===== src/rtl/pipeline_hazard_ctrl.sv =====
// Hazard and sequencing controller for the IF/ID, ID/EX and EX/MEM pipeline registers.
// Optional PIPE_PERF_CNT_EN adds saturating stall/flush event counters.
module pipeline_hazard_ctrl #(
  parameter int unsigned REG_ADDR_W     = 3,
  parameter int unsigned BRANCH_PENALTY = 2,
  parameter int unsigned DRAIN_CYCLES   = 3,
  parameter int unsigned R0_HARDWIRED   = 1
) (
  input  logic                  clk,
  input  logic                  rst,
  input  logic [REG_ADDR_W-1:0] id_src1,
  input  logic [REG_ADDR_W-1:0] id_src2,
  input  logic                  id_use_src1,
  input  logic                  id_use_src2,
  input  logic                  id_halt,
  input  logic [REG_ADDR_W-1:0] ex_dest,
  input  logic                  ex_mem_read,
  input  logic                  ex_rf_write_en,
  input  logic                  branch_taken,
  input  logic                  mem_busy,
  output logic                  pc_en,
  output logic                  pr1_en,
  output logic                  pr1_flush,
  output logic                  pr2_en,
  output logic                  pr2_bubble,
  output logic                  pr3_en,
  output logic                  stall,
  output logic                  halted
`ifdef PIPE_PERF_CNT_EN
  ,
  output logic [15:0]           perf_stall_cnt,
  output logic [15:0]           perf_flush_cnt
`endif
);

  typedef enum logic [1:0] {
    RUN    = 2'd0,
    FLUSH  = 2'd1,
    DRAIN  = 2'd2,
    HALTED = 2'd3
  } state_t;

  localparam logic [7:0] BP_RELOAD    = 8'(BRANCH_PENALTY - 1);
  localparam logic [7:0] DRAIN_RELOAD = 8'(DRAIN_CYCLES - 1);

  state_t     r_state;
  state_t     w_state_nxt;
  logic [7:0] r_cnt;
  logic [7:0] w_cnt_nxt;

  logic w_src1_hit;
  logic w_src2_hit;
  logic w_r0_dest;
  logic w_lu;
  logic w_lu_stall;

  assign w_src1_hit = id_use_src1 && (id_src1 == ex_dest);
  assign w_src2_hit = id_use_src2 && (id_src2 == ex_dest);
  assign w_r0_dest  = (R0_HARDWIRED != 0) && (ex_dest == '0);
  assign w_lu       = ex_mem_read && ex_rf_write_en && (w_src1_hit || w_src2_hit) && !w_r0_dest;

  always_ff @(posedge clk) begin
    if (rst) begin
      r_state <= RUN;
      r_cnt   <= '0;
    end else begin
      r_state <= w_state_nxt;
      r_cnt   <= w_cnt_nxt;
    end
  end

  always_comb begin
    w_state_nxt = r_state;
    w_cnt_nxt   = r_cnt;
    pc_en       = 1'b1;
    pr1_en      = 1'b1;
    pr1_flush   = 1'b0;
    pr2_en      = 1'b1;
    pr2_bubble  = 1'b0;
    pr3_en      = 1'b1;
    stall       = 1'b0;
    halted      = (r_state == HALTED);
    w_lu_stall  = 1'b0;

    if (mem_busy) begin
      pc_en  = 1'b0;
      pr1_en = 1'b0;
      pr2_en = 1'b0;
      pr3_en = 1'b0;
      stall  = 1'b1;
    end else begin
      unique case (r_state)
        RUN: begin
          if (branch_taken) begin
            pr1_flush = 1'b1;
            stall     = 1'b1;
            if (BRANCH_PENALTY > 1) begin
              w_state_nxt = FLUSH;
              w_cnt_nxt   = BP_RELOAD;
            end
          end else if (w_lu) begin
            pc_en      = 1'b0;
            pr1_en     = 1'b0;
            pr2_bubble = 1'b1;
            stall      = 1'b1;
            w_lu_stall = 1'b1;
          end else if (id_halt) begin
            pc_en       = 1'b0;
            pr1_flush   = 1'b1;
            pr2_bubble  = 1'b1;
            stall       = 1'b1;
            w_state_nxt = DRAIN;
            w_cnt_nxt   = DRAIN_RELOAD;
          end
        end
        FLUSH: begin
          pr1_flush = 1'b1;
          stall     = 1'b1;
          // Exit on the cycle the decrement reaches zero, so the window spans BRANCH_PENALTY cycles.
          if (branch_taken) begin
            w_cnt_nxt = BP_RELOAD;
          end else if (r_cnt <= 8'd1) begin
            w_state_nxt = RUN;
            w_cnt_nxt   = '0;
          end else begin
            w_cnt_nxt = r_cnt - 8'd1;
          end
        end
        DRAIN: begin
          pc_en      = 1'b0;
          pr1_flush  = 1'b1;
          pr2_bubble = 1'b1;
          stall      = 1'b1;
          if (r_cnt <= 8'd1) begin
            w_state_nxt = HALTED;
            w_cnt_nxt   = '0;
          end else begin
            w_cnt_nxt = r_cnt - 8'd1;
          end
        end
        HALTED: begin
          pc_en      = 1'b0;
          pr1_flush  = 1'b1;
          pr2_bubble = 1'b1;
          stall      = 1'b1;
        end
        default: begin
          w_state_nxt = RUN;
          w_cnt_nxt   = '0;
        end
      endcase
    end
  end

`ifdef PIPE_PERF_CNT_EN
  logic [15:0] r_perf_stall;
  logic [15:0] r_perf_flush;
  logic        w_stall_evt;
  logic        w_flush_evt;

  assign w_stall_evt = mem_busy || w_lu_stall;
  assign w_flush_evt = pr1_flush && (r_state != DRAIN) && (r_state != HALTED);

  always_ff @(posedge clk) begin
    if (rst) begin
      r_perf_stall <= '0;
      r_perf_flush <= '0;
    end else begin
      if (w_stall_evt && (r_perf_stall != '1)) r_perf_stall <= r_perf_stall + 16'd1;
      if (w_flush_evt && (r_perf_flush != '1)) r_perf_flush <= r_perf_flush + 16'd1;
    end
  end

  assign perf_stall_cnt = r_perf_stall;
  assign perf_flush_cnt = r_perf_flush;
`endif

endmodule


===== config.mk =====
export PLATFORM = sky130hd
export DESIGN_NAME = pipeline_hazard_ctrl
export DESIGN_NICKNAME = d
export VERILOG_FILES = /design/src/rtl/pipeline_hazard_ctrl.sv
export SDC_FILE = /design/constraint.sdc
export NUM_CORES = 1
export LEC_CHECK = 0
export BUFFER_PORTS_ARGS = -buffer_cell sky130_fd_sc_hd__buf_2
export CORE_MARGIN = 5
export CORE_UTILIZATION = 46
export CTS_CLUSTER_SIZE = 25
export DETAILED_ROUTE_END_ITERATION = 16
export PLACE_DENSITY = 0.74
export SYNTH_ARGS = -nofsm -noshare
export SYNTH_HDL_FRONTEND = slang
export SYNTH_SLANG_ARGS = --single-unit

===== constraint.sdc =====
create_clock -name clk -period 2.14 [get_ports clk]
set_input_delay 0.107 -clock clk [delete_from_list [all_inputs] [get_ports clk]]
set_output_delay 0.107 -clock clk [all_outputs]
set_load 0.01 [all_outputs]

==> results of run 1 <==
[worst paths after layout]
path / startpoint / end / slack (ns) / cells after the start
hold / removal: rst / r_cnt[2] / 0.18 / 2
hold reg to reg: r_cnt[1] / r_cnt[1] / 0.54 / 2
setup / recovery: r_cnt[1] / r_cnt[6] / 0.07 / 7
setup reg to reg: r_cnt[1] / r_cnt[6] / 0.07 / 7
[area by class of cell]
type	count	area share, %
inverter	10	3.02
multi-input combinational	98	59.6
tap	27	2.72
sequential	10	16.9
timing repair buffer	33	14.9
clock buffer	4	2.92
[cells by family (layout without fill, tap and decap cells)]
family                     count (synthesis)  after routing  share of synthesized area, %
and+or+nand+nor                           47             47                          27.4
AOI/OAI and AO/OA                         36             36                          27.5
buffers and inverters                     16             47                          7.56
DFF                                       10             10                          20.9
adders and majority gates                  7              7                          9.13
xor gates and xnor gates                   6              6                          5.48
muxes                                      2              2                          2.09
[report_power, final]
| group | switching, uW | total, uW | internal [uW] |
|---|---|---|---|
| logic | 161 | 291 | 130 |
| registers | 13.9 | 212 | 198 |
| clock network | 79.8 | 183 | 103 |
[state kept, by name (all words and copies together) (netlist names)]
| name | flops |
|---|---|
| r_cnt | 8 |
| r_state | 2 |
[per-stage QoR]
stage | TNS [ns] | area (sq um) | util [%] | worst slack [ns]
after floorplan | 0 | 977 | - | 0.00743
after global placement | 0 | 1150 | 58.2 | 0.0251
after detailed placement | 0 | 1150 | 58.2 | 0.00526
after CTS | 0 | 1190 | 60.2 | 0.00215
after global routing | -0.00281 | 1240 | 62.8 | -0.00281
final | 0 | 1240 | 62.8 | 0.0713
[cell usage in the layout, fill, tap and decap left out, drive strengths merged, types with 5 or more instances in the layout]
| master | n |
|---|---|
| inv | 10 |
| nor2 | 11 |
| nand2 | 6 |
| dfxtp | 10 |
| buf | 33 |
| ha | 7 |
| a21oi | 7 |
| nor3 | 6 |
| nand4 | 5 |
| xnor2 | 6 |
| o31ai | 5 |
[cell usage after synthesis]
cell | count | share of area, %
or4_4 | 1 | 1.2
nand3_1 | 2 | 1.0
and3_1 | 1 | 0.65
a211oi_1 | 4 | 3.1
inv_1 | 10 | 3.9
o211ai_1 | 1 | 0.78
nand4_1 | 5 | 3.3
a211o_1 | 1 | 0.91
mux2i_1 | 2 | 2.1
or4b_1 | 1 | 1.0
or2_1 | 1 | 0.65
nor3_2 | 1 | 1.0
o31ai_1 | 5 | 3.9
a2111o_1 | 1 | 1.2
o221a_2 | 1 | 1.2
clkbuf_2 | 1 | 0.52
nor3b_1 | 3 | 2.3
buf_4 | 1 | 0.78
nor2_1 | 11 | 4.3
a31o_2 | 1 | 0.91
buf_6 | 1 | 1.2
a31o_1 | 1 | 0.91
a21oi_1 | 7 | 3.7
a31oi_1 | 2 | 1.3
o32ai_1 | 1 | 0.91
o21a_1 | 1 | 0.78
dfxtp_1 | 10 | 21
o21ai_0 | 2 | 1.0
ha_1 | 7 | 9.1
a21boi_0 | 1 | 0.78
o311a_1 | 1 | 1.0
clkbuf_1 | 2 | 0.78
nor4_1 | 2 | 1.3
xnor2_1 | 6 | 5.5
nor3_1 | 5 | 2.6
nand2_1 | 6 | 2.3
buf_1 | 1 | 0.39
o311ai_0 | 2 | 1.8
or4_1 | 3 | 2.3
nor2b_1 | 2 | 1.3
o21ai_1 | 1 | 0.52
or3_1 | 3 | 2.0
o41ai_1 | 3 | 2.7
[metal layers]
layer | global-route usage, % | wire length [um] | vias to the layer above
met5 | 0 | 0 | -
met4 | 7.99 | 70 | 0
met3 | 3.71 | 221 | 10
met2 | 29.1 | 1270 | 51
met1 | 21.7 | 1130 | 511
li1 | - | - | 538
[what timing repair did]
action                     in CTS  in global routing
resized for setup               1                 14
setup endpoints to repair       2                  5
buffers inserted                0                  1
gates cloned                    0                  0
==> qor.yml, run 1 <==
hold_viol: 0
antenna_found_initial: 0
hpwlAfterDp_mm: 2.05
endpoint_kind: "flip-flop"
multiInputGateArea_sq_um: 741
fin_crit_ns: 2.07
setup_violations: 0
status: "finished clean"
layout.nets: 181
fin_cells: 182
slowest_stage: "or4_1"
num_io_pins: 26
numClockSinks: 10
core-area_sq_um: 1980
root_buffer: "clkbuf_4"
synth_area_sq_um: 960
critical_path_class: "flip-flop to flip-flop"
avgSynthCellArea_sq_um: 7.74
holdCritPathClass: "input port to flip-flop"
viasPerCell: 6.10
areaGrowthSynthToFinish_pct: 29.6
crit_family: "simple AND/OR/NAND/NOR gates"
synth_seq_cells: 10
total_power_uw: 686
crit_path_max_fanout: 7
dp_cells: 177
initialDrtViolationCount: 39
synth_fp_nets: 149
drt_drc_violations_left: 0
grt_pass1_vias: 1051
start_kind: "flip-flop"
regArea_sq_um: 210
ant_nets: 0
synth_cells: 124
grt_first_pass_wirelength_mm: 4.50
fin_crit_sh_pct: 96.7
nFillCells: 186
wl_mm: 2.70
numCtsBuffers: 3
hold_ws_ns: 0.179
ys_warn_count: 0
slew_headroom_pct: 70.3
cp_cell_sequence: "inv_2 -> ha_4 -> or2_1 -> and3_1 -> or4_4 -> or4_1 -> nand3_1"
first_pass_iters: 4
cts_buffer_depth: 2
path_buf_inv: 1
fmax_mhz: 483
cts_tree: "yes"
layout-drive-gt1-share_pct: 36.1
cts-hold-fix-buffers: 0
tightest_slew_ns: 0.440
synth_seq_area_share_pct: 20.9
fp-row-count: 16
worstPathRequired_ns: 2.36
skew_ns: 0.00237
power_leakage_uw: 0.000518
routedWlPerCell_um: 14.8
slew_violations: 0
vdd_drop_max_mv: 0.381
cts_max_level: 1
cts.clk_slew.worst_paths_ns: 0.08
powerDensity_nw_per_um2: 552
crit_arrival_ns: 2.29
globalRouteOverflowTotal: 0
start_util_pct: 48.4
grt_start_max_net_pins: 14
fp.dieW_um: 55.7
io_buffers: 25
critPathMaxStageDelay_ns: 0.47
dieArea_sq_um: 3100
synth_cell_types: 43
drv_cap: 0
clkLatencyLatePin_ns: 0.28
gp_congestion: 0.846
die_h_um: 55.7
via_count: 1110
grtUsageTotal_pct: 17.6
antenna_cells: 0
No activity file was read; power rests on OpenSTA's default activity.
==> run 2, diff against run 1 <==
- clock period: 2.14 -> 1.8 ns (I/O delays scaled with it)
==> run 2 against run 1 <==
The flow now finishes with violations (setup timing). Highest routed layer unchanged. Clock power grew 17%. Combinational power up 81%. Non-clock buffer count increased by 32. Largest cell class unchanged. Critical endpoint is now r_state[1]. Sequential share of layout area is 3.9 points lower.
==> qor.yml, run 2 (synthesized netlist as in run 1, its figures left out) <==
rrSetupSlack_ns: -0.22  # -0.30 ns
fp-row-count: 16  # unchanged
dp_cells: 199  # +12%
core-area_sq_um: 1980  # unchanged
fin_crit_sh_pct: 112  # +16 points
slowest_stage: "or4_4"
layout-drive-gt1-share_pct: 55.1  # +19 points
gp_congestion: 0.939  # +11%
root_buffer: "clkbuf_4"
vdd_drop_max_mv: 0.643  # +68%
areaGrowthSynthToFinish_pct: 65.8
crit_family: "simple AND/OR/NAND/NOR gates"
powerDensity_nw_per_um2: 622  # +13%
hpwlAfterDp_mm: 2.31  # +13%
grt_first_pass_wirelength_mm: 5.10  # +13%
largest_register_ffs: 8  # unchanged
num_io_pins: 26  # unchanged
reg_top3: "r_cnt x8, r_state x2"
cts_buffer_depth: 2  # unchanged
drt_drc_violations_left: 0  # unchanged
wl_mm: 3.65  # +35%
critPathMaxStageDelay_ns: 0.51  # +0.04 ns
path_buf_inv: 1  # unchanged
slew_headroom_pct: 62.9  # -7.4 points
final_cell_mix: "buf_4, buf_2, nor2_1, a21oi_1"
setup_violations: 9  # +9
fmax_mhz: 494  # +2.2%
crit_arrival_ns: 2.21  # -0.08 ns
start_util_pct: 48.4  # unchanged
clkLatencyLatePin_ns: 0.28  # about the same
start_kind: "flip-flop"
holdCritPathClass: "input port to flip-flop"
first_pass_iters: 4  # unchanged
fin_cells: 214  # +18%
die_h_um: 55.7  # unchanged
antenna_found_initial: 0  # unchanged
hold_viol: 0  # unchanged
dp_slack_ns: -0.214  # -0.220 ns
antenna_cells: 0  # unchanged
ant_nets: 0  # unchanged
power_leakage_uw: 0.000704  # +36%
largest-register: "r_cnt"
viasPerCell: 5.94  # -2.5%
grt_pass1_vias: 1179  # +12%
io_buffers: 25  # unchanged
layout.nets: 213  # +18%
drv_cap: 0  # unchanged
cts.clk_slew.worst_paths_ns: 0.07  # about the same
tightest_slew_ns: 0.549  # +0.109 ns
via_count: 1272  # +15%
worstPathRequired_ns: 1.99  # -0.37 ns
slew_violations: 0  # unchanged
cts_max_level: 1  # unchanged
final_common_cell: "buf_4"
fp.dieW_um: 55.7  # unchanged
globalRouteOverflowTotal: 0  # unchanged
cp_cell_sequence: "inv_4 -> ha_4 -> nor3b_4 -> a21oi_1 -> or4b_4 -> or4_4 -> o31ai_4"
violations: "setup timing"
endpoint_kind: "flip-flop"
grtUsageTotal_pct: 20.0  # +2.4 points
dieArea_sq_um: 3100  # unchanged
grt_start_max_net_pins: 14  # unchanged
routedWlPerCell_um: 17.0  # +15%
fin_crit_ns: 2.02  # -0.0437 ns
critical_path_class: "flip-flop to flip-flop"
cts-hold-fix-buffers: 0  # unchanged
numCtsBuffers: 3  # unchanged
setup_slack_ns: -0.225  # -0.296 ns
numClockSinks: 10  # unchanged
status: "complete, but fails checks"
grt_setup_unrepaired: "yes"
skew_ns: 0.00348  # +0.00111 ns
crit_path_max_fanout: 4  # -3
initialDrtViolationCount: 62  # +59%
cts_tree: "yes"
==> run 2: layout make-up <==
cell class | instances | area [sq um]
multi-input combinational | 98 | 838
fill | 124 | 390
sequential | 10 | 208
tap | 27 | 33.8
clock buffer | 4 | 36.3
inverter | 10 | 42.5
timing repair buffer | 65 | 433
==> run 2: final timing paths <==
kind / from / end / cells past startpoint
max: r_state[0] / r_state[1] / 7
min reg2reg: r_cnt[1] / r_cnt[1] / 2
max reg2reg: r_state[0] / r_state[1] / 7
min: rst / r_cnt[4] / 2
==> run 2: metrics by stage <==
| step | hold WS [ns] | cell area [sq um] | power, uW | TNS (ns) | utilization (%) |
|---|---|---|---|---|---|
| 5_1_grt | 0.211 | 1590 | 1050 | -2.12 | 80.3 |
| 3_3_place_gp | 0.429 | 1330 | 639 | -0.890 | 67.0 |
| 3_5_place_dp | 0.426 | 1330 | 655 | -1.04 | 67.0 |
| 4_1_cts | 0.156 | 1460 | 902 | -0.761 | 73.5 |
| 6_report | 0.177 | 1590 | 990 | -1.15 | 80.3 |
| 2_1_floorplan | 0.228 | 991 | 486 | -0.718 | - |
==> run 2: what timing repair did <==
action	CTS	global route
pin swaps	1	4
endpoints found under the setup margin	10	11
resized for setup	14	16
cloned	0	1
buffers inserted	2	8
==> run 2: layer usage <==
metal	vias to the layer above	share of wire, %	global-route usage, %
met3	10	8.6	4.41
met5	-	0	0
met1	583	39	22.5
li1	602	-	-
met2	77	50	36.1
met4	0	2.2	7.99
==> run 2: report_power, final <==
group	switching, uW	internal (uW)	leakage (uW)
sequential	14.2	235	0.0000830
clock	92.0	123	0.0000210
combinational	260	266	0.000600
total	366	624	0.000704
==> run 3, diff against run 2 <==
- CORE_MARGIN: 5 -> 2
==> run 3 against run 2 <==
The flow still finishes with violations (setup timing). Worst hold slack gained 0.0058 ns. Utilization shrank 0.20 points. Sequential cell count is the same.
==> qor.yml, run 3 (synthesized netlist as in run 1, its figures left out) <==
gp_congestion: 0.862  # -8.2%
viasPerCell: 6.44  # +8.3%
cp_cell_sequence: "inv_2 -> ha_4 -> or2_4 -> and3_4 -> or4_4 -> or4_4 -> nand3_2"
drt_drc_violations_left: 0  # unchanged
critical_path_class: "flip-flop to flip-flop"
fin_util_pct: 80.1  # -0.20 points
ant_nets: 0  # unchanged
status: "complete, but fails checks"
setup_violations: 8  # -1
crit_arrival_ns: 2.23  # +0.02 ns
drv_cap: 0  # unchanged
hold_viol: 0  # unchanged
combPwrFrac_pct: 56.5  # +3.4 points
initialDrtViolationCount: 49  # -21%
root_buffer: "clkbuf_4"
io_buffers: 25  # unchanged
switching_share_pct: 38.9  # +1.9 points
crit_path_max_fanout: 3  # -1
reg_top3: "r_cnt x8, r_state x2"
dp_cells: 197  # -1.0%
hpwlAfterDp_mm: 2.18  # -5.7%
endpoint_kind: "flip-flop"
total_power_uw: 939  # -5.2%
powerDensity_nw_per_um2: 598  # -4.0%
power_leakage_uw: 0.000681  # -3.2%
fp.dieW_um: 49.7  # -11%
fin_cells: 211  # -1.4%
via_count: 1358  # +6.8%
power_switching_uw: 365  # -0.31%
cts.clk_slew.worst_paths_ns: 0.07  # about the same
largest-register: "r_cnt"
grtUsageTotal_pct: 27.8  # +7.8 points
grt_first_pass_wirelength_mm: 5.33  # +4.6%
clkLatencyLatePin_ns: 0.28  # about the same
numCtsBuffers: 3  # unchanged
die_h_um: 49.7  # -11%
areaGrowthSynthToFinish_pct: 63.8
core-area_sq_um: 1960  # -1.0%
critPathMaxStageDelay_ns: 0.45  # -0.06 ns
placed_area_sq_um: 1310  # -1.1%
worstPathRequired_ns: 2.02  # +0.03 ns
fin_crit_sh_pct: 111  # -1.1 points
vdd_drop_max_mv: 0.676  # +5.2%
p_int_uw: 574  # -8.0%
grt_pass1_vias: 1255  # +6.4%
dieArea_sq_um: 2470  # -20%
fp-row-count: 16  # unchanged
tightest_slew_ns: 0.530  # -0.0187 ns
globalRouteOverflowTotal: 0  # unchanged
fin_crit_ns: 2.01  # -0.0195 ns
power_frac_clock_pct: 17.0  # -4.7 points
cts_tree: "yes"
slew_violations: 0  # unchanged
slowest_stage: "or4_4"
layout.nets: 211  # -0.94%
routedWlPerCell_um: 18.4  # +7.7%
antenna_cells: 0  # unchanged
path_common_cell: "or4_4"
num_io_pins: 26  # unchanged
start_util_pct: 48.9  # +0.49 points
grt_start_max_net_pins: 14  # unchanged
fin_area_sq_um: 1570  # -1.3%
final_common_cell: "buf_4"
fmax_mhz: 499  # +0.97%
slew_headroom_pct: 64.2  # +1.3 points
numClockSinks: 10  # unchanged
nFillCells: 132  # +6.5%
dp_slack_ns: -0.172  # +0.0421 ns
largest_register_ffs: 8  # unchanged
final_cell_mix: "buf_4, buf_2, nor2_1"
first_pass_iters: 4  # unchanged
cts_buffer_depth: 2  # unchanged
grt_setup_unrepaired: "yes"
layout-drive-gt1-share_pct: 57.1  # +2.0 points
violations: "setup timing"
antenna_found_initial: 0  # unchanged
setup_slack_ns: -0.205  # +0.0195 ns
wl_mm: 3.87  # +6.2%
start_kind: "flip-flop"
skew_ns: 0.00647  # +0.00299 ns
cts_max_level: 1  # unchanged
holdCritPathClass: "input port to flip-flop"
p_seq_share_pct: 26.5  # +1.3 points
[run 3: changes by cell type in the layout (fill, tap and decap cells not counted), moves of 2 or more]
cell | previous run | this run
a211oi_1 | 3 | 1
a211oi_2 | 1 | 3
buf_4 | 38 | 36
o31ai_2 | 1 | 3
o41ai_1 | 0 | 2
[run 3: critical path: cells and delay by family (launching register included)]
family        cells  cell delay [ns]
flops             1             0.36
simple gates      5             1.39
buf+inv           1             0.06
fa+ha+maj         1             0.15
[run 3: final timing paths]
path,from,endpoint,slack (ns),depth (start not counted)
max reg2reg,r_cnt[0],r_cnt[6],-0.21,7
min,rst,r_cnt[4],0.18,2
max,r_cnt[0],r_cnt[6],-0.21,7
min reg2reg,r_cnt[1],r_cnt[1],0.61,3
[run 3: final cells by class]
class                      count  area [sq um]  area share (%)
timing repair buffer          63           418            26.6
sequential                    10           208            13.2
tap                           27          33.8            2.15
inverter                      10          42.5            2.71
multi-input combinational     98           847            53.9
clock buffer                   3          22.5            1.43
[run 3: through the flow]
stage | TNS [ns] | hold WS, ns
final | -0.809 | 0.182
after global routing | -1.11 | 0.200
after CTS | -0.647 | 0.162
after detailed placement | -0.770 | 0.436
after global placement | -0.674 | 0.438
after floorplan | -0.718 | 0.228
[run 3: what timing repair did]
action | in CTS | in global routing
setup buffers | 4 | 6
hold buffers | 0 | 0
pin swaps | 6 | 6
gates cloned | 0 | 1
resized for setup | 13 | 21
setup endpoints to repair | 9 | 11
[run 3: metal layers]
layer | wire length [um] | global-route usage (%) | vias to the layer above | share of wire, %
met4 | 209 | 11.1 | 0 | 5.4
li1 | - | - | 597 | -
met2 | 1930 | 50.4 | 88 | 50
met5 | 0 | 0 | - | 0
met3 | 317 | 9.39 | 33 | 8.2
met1 | 1420 | 29.1 | 640 | 37
[run 3: power by group through the flow]
stage	Clock (uW)	Sequential (uW)	Combinational (uW)
after global routing	169	250	560
after detailed placement	0	250	388
after global placement	0	250	376
after floorplan	0	252	233
final	160	249	530
after CTS	157	246	438
